===== config.mk =====
export PLATFORM = sky130hd
export DESIGN_NAME = dvs_ravens_spike_scheduler_flat
export DESIGN_NICKNAME = d
export VERILOG_FILES = /design/src/rtl/dvs_ravens_spike_scheduler_pkg.sv /design/src/rtl/dvs_ravens_spike_scheduler_if.sv /design/src/rtl/dvs_ravens_spike_scheduler_fifo.sv /design/src/rtl/dvs_ravens_spike_scheduler.sv /design/src/flat_wrapper.sv
export SDC_FILE = /design/constraint.sdc
export NUM_CORES = 1
export LEC_CHECK = 0
export ABC_AREA = 0
export CAP_MARGIN = 20
export CORE_ASPECT_RATIO = 1.25
export CORE_MARGIN = 3
export CORE_UTILIZATION = 45
export DETAILED_ROUTE_END_ITERATION = 8
export HOLD_SLACK_MARGIN = 0.12
export PLACE_DENSITY_LB_ADDON = 0.1
export SLEW_MARGIN = 10
export SYNTH_ARGS = -nofsm -noshare
export SYNTH_HDL_FRONTEND = slang
export SYNTH_SLANG_ARGS = --single-unit
export TNS_END_PERCENT = 5

===== constraint.sdc =====
create_clock -name clk -period 9.55 [get_ports clk]
set_input_delay 0.955 -clock clk [delete_from_list [all_inputs] [get_ports clk]]
set_output_delay 0.955 -clock clk [all_outputs]
set_load 0.005 [all_outputs]

===== src/rtl/dvs_ravens_spike_scheduler_pkg.sv =====
// Shared types and constants for the DVS -> RAVENS spike scheduler.
package dvs_ravens_spike_scheduler_pkg;

    localparam int unsigned TIMESTAMP_US_BITS      = 32;
    localparam int unsigned DVS_X_ADDR_BITS        = 9;
    localparam int unsigned DVS_Y_ADDR_BITS        = 8;
    localparam int unsigned NEURON_ID_BITS_DEFAULT = 18;

    typedef enum logic {
        CMD_SPIKE = 1'b0,
        CMD_RUN   = 1'b1
    } ravens_cmd_t;

    typedef struct packed {
        logic [NEURON_ID_BITS_DEFAULT-1:0] neuron;
        logic [TIMESTAMP_US_BITS-1:0]      timestamp;
    } dvs_sched_entry_t;

    typedef enum logic [1:0] {
        StIdle,
        StCollect,
        StIssueSpike,
        StIssueRun
    } sched_state_t;

    // Wrap-safe "t is at or after win_end" in modular timestamp arithmetic.
    function automatic logic ts_reached(input logic [TIMESTAMP_US_BITS-1:0] t,
                                        input logic [TIMESTAMP_US_BITS-1:0] win_end);
        logic [TIMESTAMP_US_BITS-1:0] diff;
        diff = t - win_end;
        return ~diff[TIMESTAMP_US_BITS-1];
    endfunction

endpackage


===== src/rtl/dvs_ravens_spike_scheduler_if.sv =====
// Event input and RAVENS command handshake bundle.
// master: scheduler side (consumes events, drives commands).
// slave:  environment side (drives events, accepts commands).
interface dvs_ravens_spike_scheduler_if
    import dvs_ravens_spike_scheduler_pkg::*;
#(
    parameter int unsigned NEURON_ID_BITS = NEURON_ID_BITS_DEFAULT
);
    logic                         ev_valid;
    logic [DVS_X_ADDR_BITS-1:0]   ev_x;
    logic [DVS_Y_ADDR_BITS-1:0]   ev_y;
    logic [TIMESTAMP_US_BITS-1:0] ev_timestamp;
    logic                         ev_polarity;

    logic                         cmd_valid;
    logic                         cmd_ready;
    ravens_cmd_t                  cmd_type;
    logic [NEURON_ID_BITS-1:0]    cmd_neuron;

    modport master (
        input  ev_valid, ev_x, ev_y, ev_timestamp, ev_polarity, cmd_ready,
        output cmd_valid, cmd_type, cmd_neuron
    );

    modport slave (
        output ev_valid, ev_x, ev_y, ev_timestamp, ev_polarity, cmd_ready,
        input  cmd_valid, cmd_type, cmd_neuron
    );
endinterface


===== src/rtl/dvs_ravens_spike_scheduler_fifo.sv =====
// dvs_event_fifo: synchronous show-ahead FIFO with flush, full/empty and level.
// The caller must not push when full unless it pops in the same cycle.
module dvs_event_fifo
    import dvs_ravens_spike_scheduler_pkg::*;
#(
    parameter int unsigned DEPTH = 16,
    parameter int unsigned WIDTH = $bits(dvs_sched_entry_t)
) (
    input  logic                     clk,
    input  logic                     rst_n,
    input  logic                     flush,
    input  logic                     push,
    input  logic [WIDTH-1:0]         push_data,
    input  logic                     pop,
    output logic [WIDTH-1:0]         head,
    output logic                     full,
    output logic                     empty,
    output logic [$clog2(DEPTH):0]   level
);
    localparam int unsigned AddrW = $clog2(DEPTH);
    localparam int unsigned LvlW  = AddrW + 1;

    logic [WIDTH-1:0] mem [DEPTH];
    logic [AddrW-1:0] wr_ptr_q, wr_ptr_d;
    logic [AddrW-1:0] rd_ptr_q, rd_ptr_d;
    logic [LvlW-1:0]  level_q, level_d;

    assign head  = mem[rd_ptr_q];
    assign level = level_q;
    assign empty = (level_q == '0);
    assign full  = (level_q == LvlW'(DEPTH));

    // Pointer and occupancy next state; flush wins over traffic.
    always_comb begin
        wr_ptr_d = wr_ptr_q;
        rd_ptr_d = rd_ptr_q;
        level_d  = level_q;
        if (flush) begin
            wr_ptr_d = '0;
            rd_ptr_d = '0;
            level_d  = '0;
        end else begin
            if (push) begin
                wr_ptr_d = wr_ptr_q + AddrW'(1);
            end
            if (pop) begin
                rd_ptr_d = rd_ptr_q + AddrW'(1);
            end
            if (push && !pop) begin
                level_d = level_q + LvlW'(1);
            end else if (pop && !push) begin
                level_d = level_q - LvlW'(1);
            end
        end
    end

    // Pointer and occupancy registers.
    always_ff @(posedge clk or negedge rst_n) begin
        if (!rst_n) begin
            wr_ptr_q <= '0;
            rd_ptr_q <= '0;
            level_q  <= '0;
        end else begin
            wr_ptr_q <= wr_ptr_d;
            rd_ptr_q <= rd_ptr_d;
            level_q  <= level_d;
        end
    end

    // Storage write; a full-FIFO push with same-cycle pop lands in the slot being freed.
    always_ff @(posedge clk) begin
        if (push && !flush) begin
            mem[wr_ptr_q] <= push_data;
        end
    end

endmodule


===== src/rtl/dvs_ravens_spike_scheduler.sv =====
// DVS -> RAVENS spike scheduler: buffers AER events, emits SPIKE commands and
// inserts a RUN command at each timestep boundary.
// Optional: define DVS_SCHED_DROP_CNT_EN to enable the saturating drop counter.
module dvs_ravens_spike_scheduler
    import dvs_ravens_spike_scheduler_pkg::*;
#(
    parameter int unsigned FIFO_DEPTH     = 16,
    parameter int unsigned TIMESTEP_US    = 1000,
    parameter int unsigned SENSOR_WIDTH   = 320,
    parameter int unsigned NEURON_ID_BITS = NEURON_ID_BITS_DEFAULT
) (
    input  logic                           clk,
    input  logic                           rst_n,
    input  logic                           enable,
    input  logic [TIMESTAMP_US_BITS-1:0]   now_us,
    dvs_ravens_spike_scheduler_if.master   bus,
    output logic [$clog2(FIFO_DEPTH):0]    fifo_level,
    output logic [15:0]                    drop_count
);
    localparam int unsigned TsW    = TIMESTAMP_US_BITS;
    localparam int unsigned EntryW = NEURON_ID_BITS + TsW;
    localparam logic [TsW-1:0] Step = TsW'(TIMESTEP_US);

    typedef struct packed {
        logic [NEURON_ID_BITS-1:0] neuron;
        logic [TsW-1:0]            timestamp;
    } entry_t;

    sched_state_t              state_q, state_d;
    logic [TsW-1:0]            window_end_q, window_end_d;

    entry_t                    push_entry;
    entry_t                    head;
    logic                      fifo_full;
    logic                      fifo_empty;
    logic                      fifo_flush;
    logic                      fifo_push;
    logic                      fifo_pop;
    logic                      ev_accept;
    logic [NEURON_ID_BITS-1:0] neuron_id;

    logic                      cmd_valid;
    ravens_cmd_t               cmd_type;
    logic [NEURON_ID_BITS-1:0] cmd_neuron;

    // Only the low NEURON_ID_BITS matter, so modular arithmetic at that width is exact.
    assign neuron_id = ((NEURON_ID_BITS'(bus.ev_y) * NEURON_ID_BITS'(SENSOR_WIDTH)
                        + NEURON_ID_BITS'(bus.ev_x)) << 1)
                       | NEURON_ID_BITS'(bus.ev_polarity);

    assign push_entry.neuron    = neuron_id;
    assign push_entry.timestamp = bus.ev_timestamp;

    assign ev_accept  = bus.ev_valid && (state_q != StIdle);
    assign fifo_pop   = (state_q == StIssueSpike) && bus.cmd_ready;
    assign fifo_push  = ev_accept && (!fifo_full || fifo_pop);
    assign fifo_flush = (state_q == StIdle);

    dvs_event_fifo #(
        .DEPTH (FIFO_DEPTH),
        .WIDTH (EntryW)
    ) u_fifo (
        .clk       (clk),
        .rst_n     (rst_n),
        .flush     (fifo_flush),
        .push      (fifo_push),
        .push_data (push_entry),
        .pop       (fifo_pop),
        .head      (head),
        .full      (fifo_full),
        .empty     (fifo_empty),
        .level     (fifo_level)
    );

    // Command sequencing: next state, window update and Moore command outputs.
    always_comb begin
        state_d      = state_q;
        window_end_d = window_end_q;
        cmd_valid    = 1'b0;
        cmd_type     = CMD_SPIKE;
        cmd_neuron   = '0;
        unique case (state_q)
            StIdle: begin
                if (enable) begin
                    window_end_d = now_us + Step;
                    state_d      = StCollect;
                end
            end
            StCollect: begin
                if (!enable) begin
                    state_d = StIdle;
                end else if (!fifo_empty) begin
                    // Head belongs to a later window: close the current one first.
                    state_d = ts_reached(head.timestamp, window_end_q) ? StIssueRun
                                                                       : StIssueSpike;
                end else if (ts_reached(now_us, window_end_q)) begin
                    state_d = StIssueRun;
                end
            end
            StIssueSpike: begin
                cmd_valid  = 1'b1;
                cmd_neuron = head.neuron;
                if (bus.cmd_ready) begin
                    state_d = StCollect;
                end
            end
            StIssueRun: begin
                cmd_valid = 1'b1;
                cmd_type  = CMD_RUN;
                if (bus.cmd_ready) begin
                    // One step per RUN, so a lagging clock is caught up without skipping.
                    window_end_d = window_end_q + Step;
                    state_d      = StCollect;
                end
            end
            default: state_d = StIdle;
        endcase
    end

    // FSM state and current window end.
    always_ff @(posedge clk or negedge rst_n) begin
        if (!rst_n) begin
            state_q      <= StIdle;
            window_end_q <= '0;
        end else begin
            state_q      <= state_d;
            window_end_q <= window_end_d;
        end
    end

    assign bus.cmd_valid  = cmd_valid;
    assign bus.cmd_type   = cmd_type;
    assign bus.cmd_neuron = cmd_neuron;

`ifdef DVS_SCHED_DROP_CNT_EN
    logic        ev_dropped;
    logic [15:0] drop_count_q;

    assign ev_dropped = ev_accept && fifo_full && !fifo_pop;

    // Saturating count of events lost to a full buffer.
    always_ff @(posedge clk or negedge rst_n) begin
        if (!rst_n) begin
            drop_count_q <= '0;
        end else if (ev_dropped && (drop_count_q != 16'hFFFF)) begin
            drop_count_q <= drop_count_q + 16'd1;
        end
    end

    assign drop_count = drop_count_q;
`else
    assign drop_count = '0;
`endif

endmodule


===== src/flat_wrapper.sv =====
// flat-port wrapper written by rule: the top's interface ports become plain ports
module dvs_ravens_spike_scheduler_flat import dvs_ravens_spike_scheduler_pkg::*;
#(
    parameter int unsigned FIFO_DEPTH     = 16,
    parameter int unsigned TIMESTEP_US    = 1000,
    parameter int unsigned SENSOR_WIDTH   = 320,
    parameter int unsigned NEURON_ID_BITS = NEURON_ID_BITS_DEFAULT
)
  (clk, rst_n, enable, now_us, fifo_level, drop_count, bus_ev_valid, bus_ev_x, bus_ev_y, bus_ev_timestamp, bus_ev_polarity, bus_cmd_ready, bus_cmd_valid, bus_cmd_type, bus_cmd_neuron);
  dvs_ravens_spike_scheduler_if #(.NEURON_ID_BITS(NEURON_ID_BITS)) bus_i ();
  input  logic clk;
  input  logic rst_n;
  input  logic enable;
  input  logic [TIMESTAMP_US_BITS-1:0] now_us;
  output logic [$clog2(FIFO_DEPTH):0] fifo_level;
  output logic [15:0] drop_count;
  input wire logic [$bits(bus_i.ev_valid)-1:0] bus_ev_valid;
  input wire logic [$bits(bus_i.ev_x)-1:0] bus_ev_x;
  input wire logic [$bits(bus_i.ev_y)-1:0] bus_ev_y;
  input wire logic [$bits(bus_i.ev_timestamp)-1:0] bus_ev_timestamp;
  input wire logic [$bits(bus_i.ev_polarity)-1:0] bus_ev_polarity;
  input wire logic [$bits(bus_i.cmd_ready)-1:0] bus_cmd_ready;
  output wire logic [$bits(bus_i.cmd_valid)-1:0] bus_cmd_valid;
  output wire logic [$bits(bus_i.cmd_type)-1:0] bus_cmd_type;
  output wire logic [$bits(bus_i.cmd_neuron)-1:0] bus_cmd_neuron;
  assign bus_i.ev_valid = bus_ev_valid;
  assign bus_i.ev_x = bus_ev_x;
  assign bus_i.ev_y = bus_ev_y;
  assign bus_i.ev_timestamp = bus_ev_timestamp;
  assign bus_i.ev_polarity = bus_ev_polarity;
  assign bus_i.cmd_ready = bus_cmd_ready;
  assign bus_cmd_valid = bus_i.cmd_valid;
  assign bus_cmd_type = bus_i.cmd_type;
  assign bus_cmd_neuron = bus_i.cmd_neuron;
  dvs_ravens_spike_scheduler #(.FIFO_DEPTH(FIFO_DEPTH), .TIMESTEP_US(TIMESTEP_US), .SENSOR_WIDTH(SENSOR_WIDTH), .NEURON_ID_BITS(NEURON_ID_BITS)) u_core (.clk(clk), .rst_n(rst_n), .enable(enable), .now_us(now_us), .bus(bus_i), .fifo_level(fifo_level), .drop_count(drop_count));
endmodule

After elaboration in Yosys (flattened, before gate mapping)
Memory sizes are Yosys's and may differ from the RTL's.
Index checks and enable logic that the tools add are counted.
Storage, ports and cells
  memories: 1
  flip-flop bits (word level): 47
  RAM bits: 800
  logic and storage cells: 68
  output and inout bits: 41
  input bits: 87
Cells by class
  muxes and demuxes: 22
  bitwise operators: 1
  multiply operators: 1
  $add $sub $neg: 9
  equal/unequal tests: 8
  reductions and logical operators: 21
Memories
  u_core.u_fifo.mem: depth 16, width 50, read ports 1, clocked after memory_dff 0, wr ports 1, line dvs_ravens_spike_scheduler_fifo.sv:23  | logic [WIDTH-1:0] mem [DEPTH];
Operators by type and width (number)
  32-bit by 10-bit adder with 32-bit output (second input constant): 2
  32-bit two-way mux: 2
  32-bit case mux with 2 select lines: 1
  32-bit subtractor: 2
  18-bit two-way mux: 1
  18-bit by 1-bit bitwise OR with 18-bit output: 1
  17-bit by 9-bit adder with 17-bit output: 1
  4-bit two-way mux: 4
  5-bit two-way mux: 3
  8-bit by 3-bit multiplier with 11-bit output (second input constant): 1
  2-bit two-way mux: 5
  4-bit by 1-bit adder with 4-bit output (second input constant): 2
  2-bit nonzero test: 4
  1-bit logical AND: 6
  2-bit case mux with 3 select lines: 1
  3-bit AND reduction: 2
  5-bit by 1-bit adder with 5-bit output (second input constant): 1
  5-bit == test (second input constant): 1
  5-bit logical NOT: 1
  1-bit two-way mux: 5
  5-bit by 1-bit subtractor with 5-bit output (second input constant): 1
  2-bit == test (second input constant): 2
  1-bit logical NOT: 4
  2-bit inequality test (second input constant): 2
  7 further kinds: 7

Logic depth before layout (Yosys ltp)
  word-level depth: 9
  depth in mapped cells: 17

Cells and area by module
From an unflattened synthesis, not the netlist that was laid out.
Unflattened totals
  cells, all modules: 1976
  area, all modules: 35740.5 um^2
By module, submodules not included
  dvs_event_fifo: times used 1, seq. area each 24348.4 um^2, area each 30752.0 um^2, cells each 1330
  dvs_ravens_spike_scheduler: times used 1, seq. area each 850.8 um^2, area each 4988.5 um^2, cells each 646

Worst setup path before layout
OpenSTA, ideal clock, no wires.
  path type: input to register
  start: in bus_cmd_ready
  end: mem u_core.u_fifo.mem[3][0] (netlist bit), enable pin
  library setup time: 0.519 ns
  data arrival time: 5.239 ns
  setup slack: 3.792 ns
  data required time: 9.031 ns
  stages on the path: 4
  path buffers: 0
  path through: nand3b_1 > a31oi_1 > nand2_1 > nor3_1
On the way
  cells in the longest elaborated chain, start to end: 6
RTL lines
  start: declaration: line flat_wrapper.sv:22  | input wire logic [$bits(bus_i.cmd_ready)-1:0] bus_cmd_ready;
  1-bit logical AND: line dvs_ravens_spike_scheduler.sv:55  | assign fifo_pop = (state_q == StIssueSpike) && bus.cmd_ready;
  1-bit logical OR: line dvs_ravens_spike_scheduler.sv:56  | assign fifo_push = ev_accept && (!fifo_full || fifo_pop);
  1-bit logical AND: line dvs_ravens_spike_scheduler.sv:56
  1-bit logical AND: line dvs_ravens_spike_scheduler_fifo.sv:72  | if (push && !flush) begin
  1-bit two-way mux: line dvs_ravens_spike_scheduler_fifo.sv:72
  1-bit two-way mux (not written as such): line dvs_ravens_spike_scheduler_fifo.sv:73  | mem[wr_ptr_q] <= push_data;
  end: declaration: line dvs_ravens_spike_scheduler_fifo.sv:23
No other way between the ends.

Final worst setup path
  start: reg u_core.u_fifo.rd_ptr_q[1]
  end: out bus_cmd_neuron[12]
On the way
  cells in the longest elaborated chain, start to end: 2
RTL lines
  start: declaration: line dvs_ravens_spike_scheduler_fifo.sv:25  | logic [AddrW-1:0] rd_ptr_q, rd_ptr_d;
  start signal: assignment: line dvs_ravens_spike_scheduler_fifo.sv:65  | rd_ptr_q <= rd_ptr_d;
  memory 16 x 50 bit
  18-bit two-way mux: line dvs_ravens_spike_scheduler.sv:82  | unique case (state_q)
  end: declaration: line flat_wrapper.sv:25  | output wire logic [$bits(bus_i.cmd_neuron)-1:0] bus_cmd_neuron;
No other way between the ends.

==> out/metrics.cfg <==
[pwr]
p_leak_nw=13.5
seqPwrFrac=0.427
peakVddDrop_uv=174
total_power_w=0.0107
p_switching_w=0.00324
p_int_w=0.00749
clkPwrFrac=0.299
combPwrFrac=0.274
p_sw_frac=0.302
power_density_mw_per_mm2=261

[worst_setup_path]
endpoint_kind=output port
worst-setup-path-type=flip-flop to output port
rrSetupSlack_ns=4.55
crit_fanout=66
r2r_cells=13
cp-start-kind=flip-flop
worstPathArrival_ns=4.74
reg2reg_to=u_core.state_q[0]$_DFFE_PN0P_
reg2reg_from=u_core.u_fifo.rd_ptr_q[1]$_DFFE_PN0P_
crit_required_ns=8.60

[timing]
fin_tns_setup_ns=0
skew_ns=0.0160
max_freq_ghz=0.176
whs_ns=0.447
slew_headroom=0.240
fin_crit_ns=5.69
worst_slew_pin_slew_ns=1.14
setup_violations=0
rsz0062_at_grt=no
hold_violations=0
slew_viol_final=0
post-route-period-util=0.596

[yosys]
synth_area_leaders=edfxtp_1 (67%), mux4_2 (9.8%), mux2i_1 (3.7%)
synth.largest_area_cell=edfxtp_1
ys_ff_latch=847
synth_top_area_frac=0.666
synth_area_mm2=0.0361
synthFlopType=edfxtp_1
yosys_warnings=0
synth_seq_area_share=0.698
synth.most_common_cell=edfxtp_1
synthTopCellsByCount=edfxtp_1 (800), mux4_2 (157), mux2i_1 (135)
synthCells=2084
synth_edf_count=800
syn_area_per_cell_um2=17.3
async_reset_ff_frac=0.0555
ys_types=73

[global_routing]
grt_pass1_wl_um=136000
grt-ovfl-total=0
grt_use_total=0.220
grt_max_degree=75
antenna_found_initial=5
grt_pass1_vias=20500

[drt]
wl_per_cell_um=27.2
post-route-drc-count=0
ant_nets=0
drtPass1Iterations=5
drt-total-wl_um=90800
dr.first_iter.drc_count=1800
vias=19800
vias_per_cell=5.91

[cts]
post-cts-setup-buffer-count=0
root_buffer=clkbuf_16
worstSkewPairLatency_ns=0.64
clkSinkCount=847
cts_hold_buffers=0
cts_resized=0
path_clk_slew_ns=0.06
htree_levels=3
cts_made_buffers=85
cts_tree=built
cts.path.max_buffers=3

[floorplanning]
core_mm2=0.0791
num_io_pins=128
die_h_um=323
initial_core_util=0.456
die_w_um=259
dieArea_mm2=0.0836
rows=115

[run_status]
status=completed

[place]
io_buffers=111
place_congestion=0.790
dp_hpwl_um=50000

[layout]
drive_above_1_share=0.161
multi_input_area_mm2=0.0103
fillers=6409
syn_to_final_growth_pct=14.1
final-seq-area_mm2=0.0252
fin_util=0.520
fin_nets=2396

[flow_run]
cap_violations=0

[worst_hold_path]
worstHoldPathType=input pin to async pin

[cell usage in the layout, fill, tap and decap left out, types with 4 or more instances in the layout]
cell,instances
clkbuf_16,85
nand2_1,97
ha_1,85
clkbuf_1,15
nor3_1,24
nand2b_1,10
edfxtp_1,800
inv_1,50
o31ai_1,7
nor4_1,5
o221ai_1,4
inv_6,4
clkinv_1,19
a21oi_1,65
nand3_1,11
conb_1,16
o211ai_1,6
nor3_2,5
bufinv_16,6
nand4_1,22
a221oi_1,66
clkdlybuf4s50_1,110
nor2b_1,21
xnor2_1,13
a21o_1,20
mux4_2,157
o21ai_0,90
xor2_1,8
a31oi_1,6
clkinv_2,15
a22o_1,11
dfrtp_1,43
nor2_4,12
a22oi_1,38
a211oi_1,11
nor2_1,64
or3_1,4
buf_4,45
mux2i_1,135
and2_1,4
[power groups by stage]
stage	Clock (W)	Combinational, W	Sequential [W]
after floorplan	0	0.00215	0.00453
after CTS	0.00328	0.00297	0.00458
after detailed placement	0	0.00295	0.00466
after global placement	0	0.00292	0.00465
after global routing	0.00343	0.00323	0.00461
final	0.00320	0.00294	0.00458
[routing by layer]
metal  GRT usage  wire, µm  vias up  part of all wire
li1            -         -     8710                 -
met1       0.291     38200    10300              0.42
met2       0.382     46500      585              0.51
met3      0.0287      4190      133             0.046
met4      0.0642      1870        2             0.021
met5           0         9        -          0.000099
[area by class of cell]
type / count / area share
Sequential cell: 847 / 0.613
Multi-Input combinational cell: 1076 / 0.250
Clock buffer: 101 / 0.0534
Timing Repair Buffer: 160 / 0.0364
Tap cell: 1053 / 0.0320
Clock inverter: 50 / 0.0109
Inverter: 51 / 0.00465
Antenna cell: 3 / 0.000182
[state kept, by name (all words and copies together) (netlist names)]
signal                  cells
u_core.window_end_q        32
u_core.u_fifo.rd_ptr_q      4
u_core.u_fifo.wr_ptr_q      4
u_core.u_fifo.mem         800
u_core.state_q              2
u_core.u_fifo.level         5
[metrics by stage]
step,instances,cell area (µm²),setup WS [ns]
floorplan,2099,36100,3.79
global placement,3180,38400,4.44
CTS,3332,41100,3.71
global route,3340,41200,3.67
finish,3341,41200,3.86
detailed placement,3181,38500,4.42
[worst max-delay path: stages, from the launching register on]
cell             delay [ns]
dfrtp_4                0.87
buf_4                  0.69
buf_4                  0.82
mux4_2                 0.42
mux4_2                 0.46
nor2b_1                0.20
clkdlybuf4s50_1        0.52
[how the worst max path moves through the flow]
stage                                              endpoint                                   from  cells after the start
final                                    bus_cmd_neuron[12]  u_core.u_fifo.rd_ptr_q[1]$_DFFE_PN0P_                      6
after global routing                     bus_cmd_neuron[12]  u_core.u_fifo.rd_ptr_q[1]$_DFFE_PN0P_                      6
after CTS                                bus_cmd_neuron[12]  u_core.u_fifo.rd_ptr_q[1]$_DFFE_PN0P_                      6
after detailed placement                 bus_cmd_neuron[12]  u_core.u_fifo.rd_ptr_q[1]$_DFFE_PN0P_                      6
after global placement                   bus_cmd_neuron[12]  u_core.u_fifo.rd_ptr_q[1]$_DFFE_PN0P_                      6
after floorplan           u_core.u_fifo.mem[3][0]$_DFFE_PP_                          bus_cmd_ready                      4
[cell families after synthesis]
logic type	synth area share
flops	0.698
compound gates	0.0666
simple gates	0.0407
mux	0.136
buf+inv	0.0216
fa+ha+maj	0.0311
xor+xnor	0.00534
other cells	0.000104
Power figures use the tool's default switching activity.
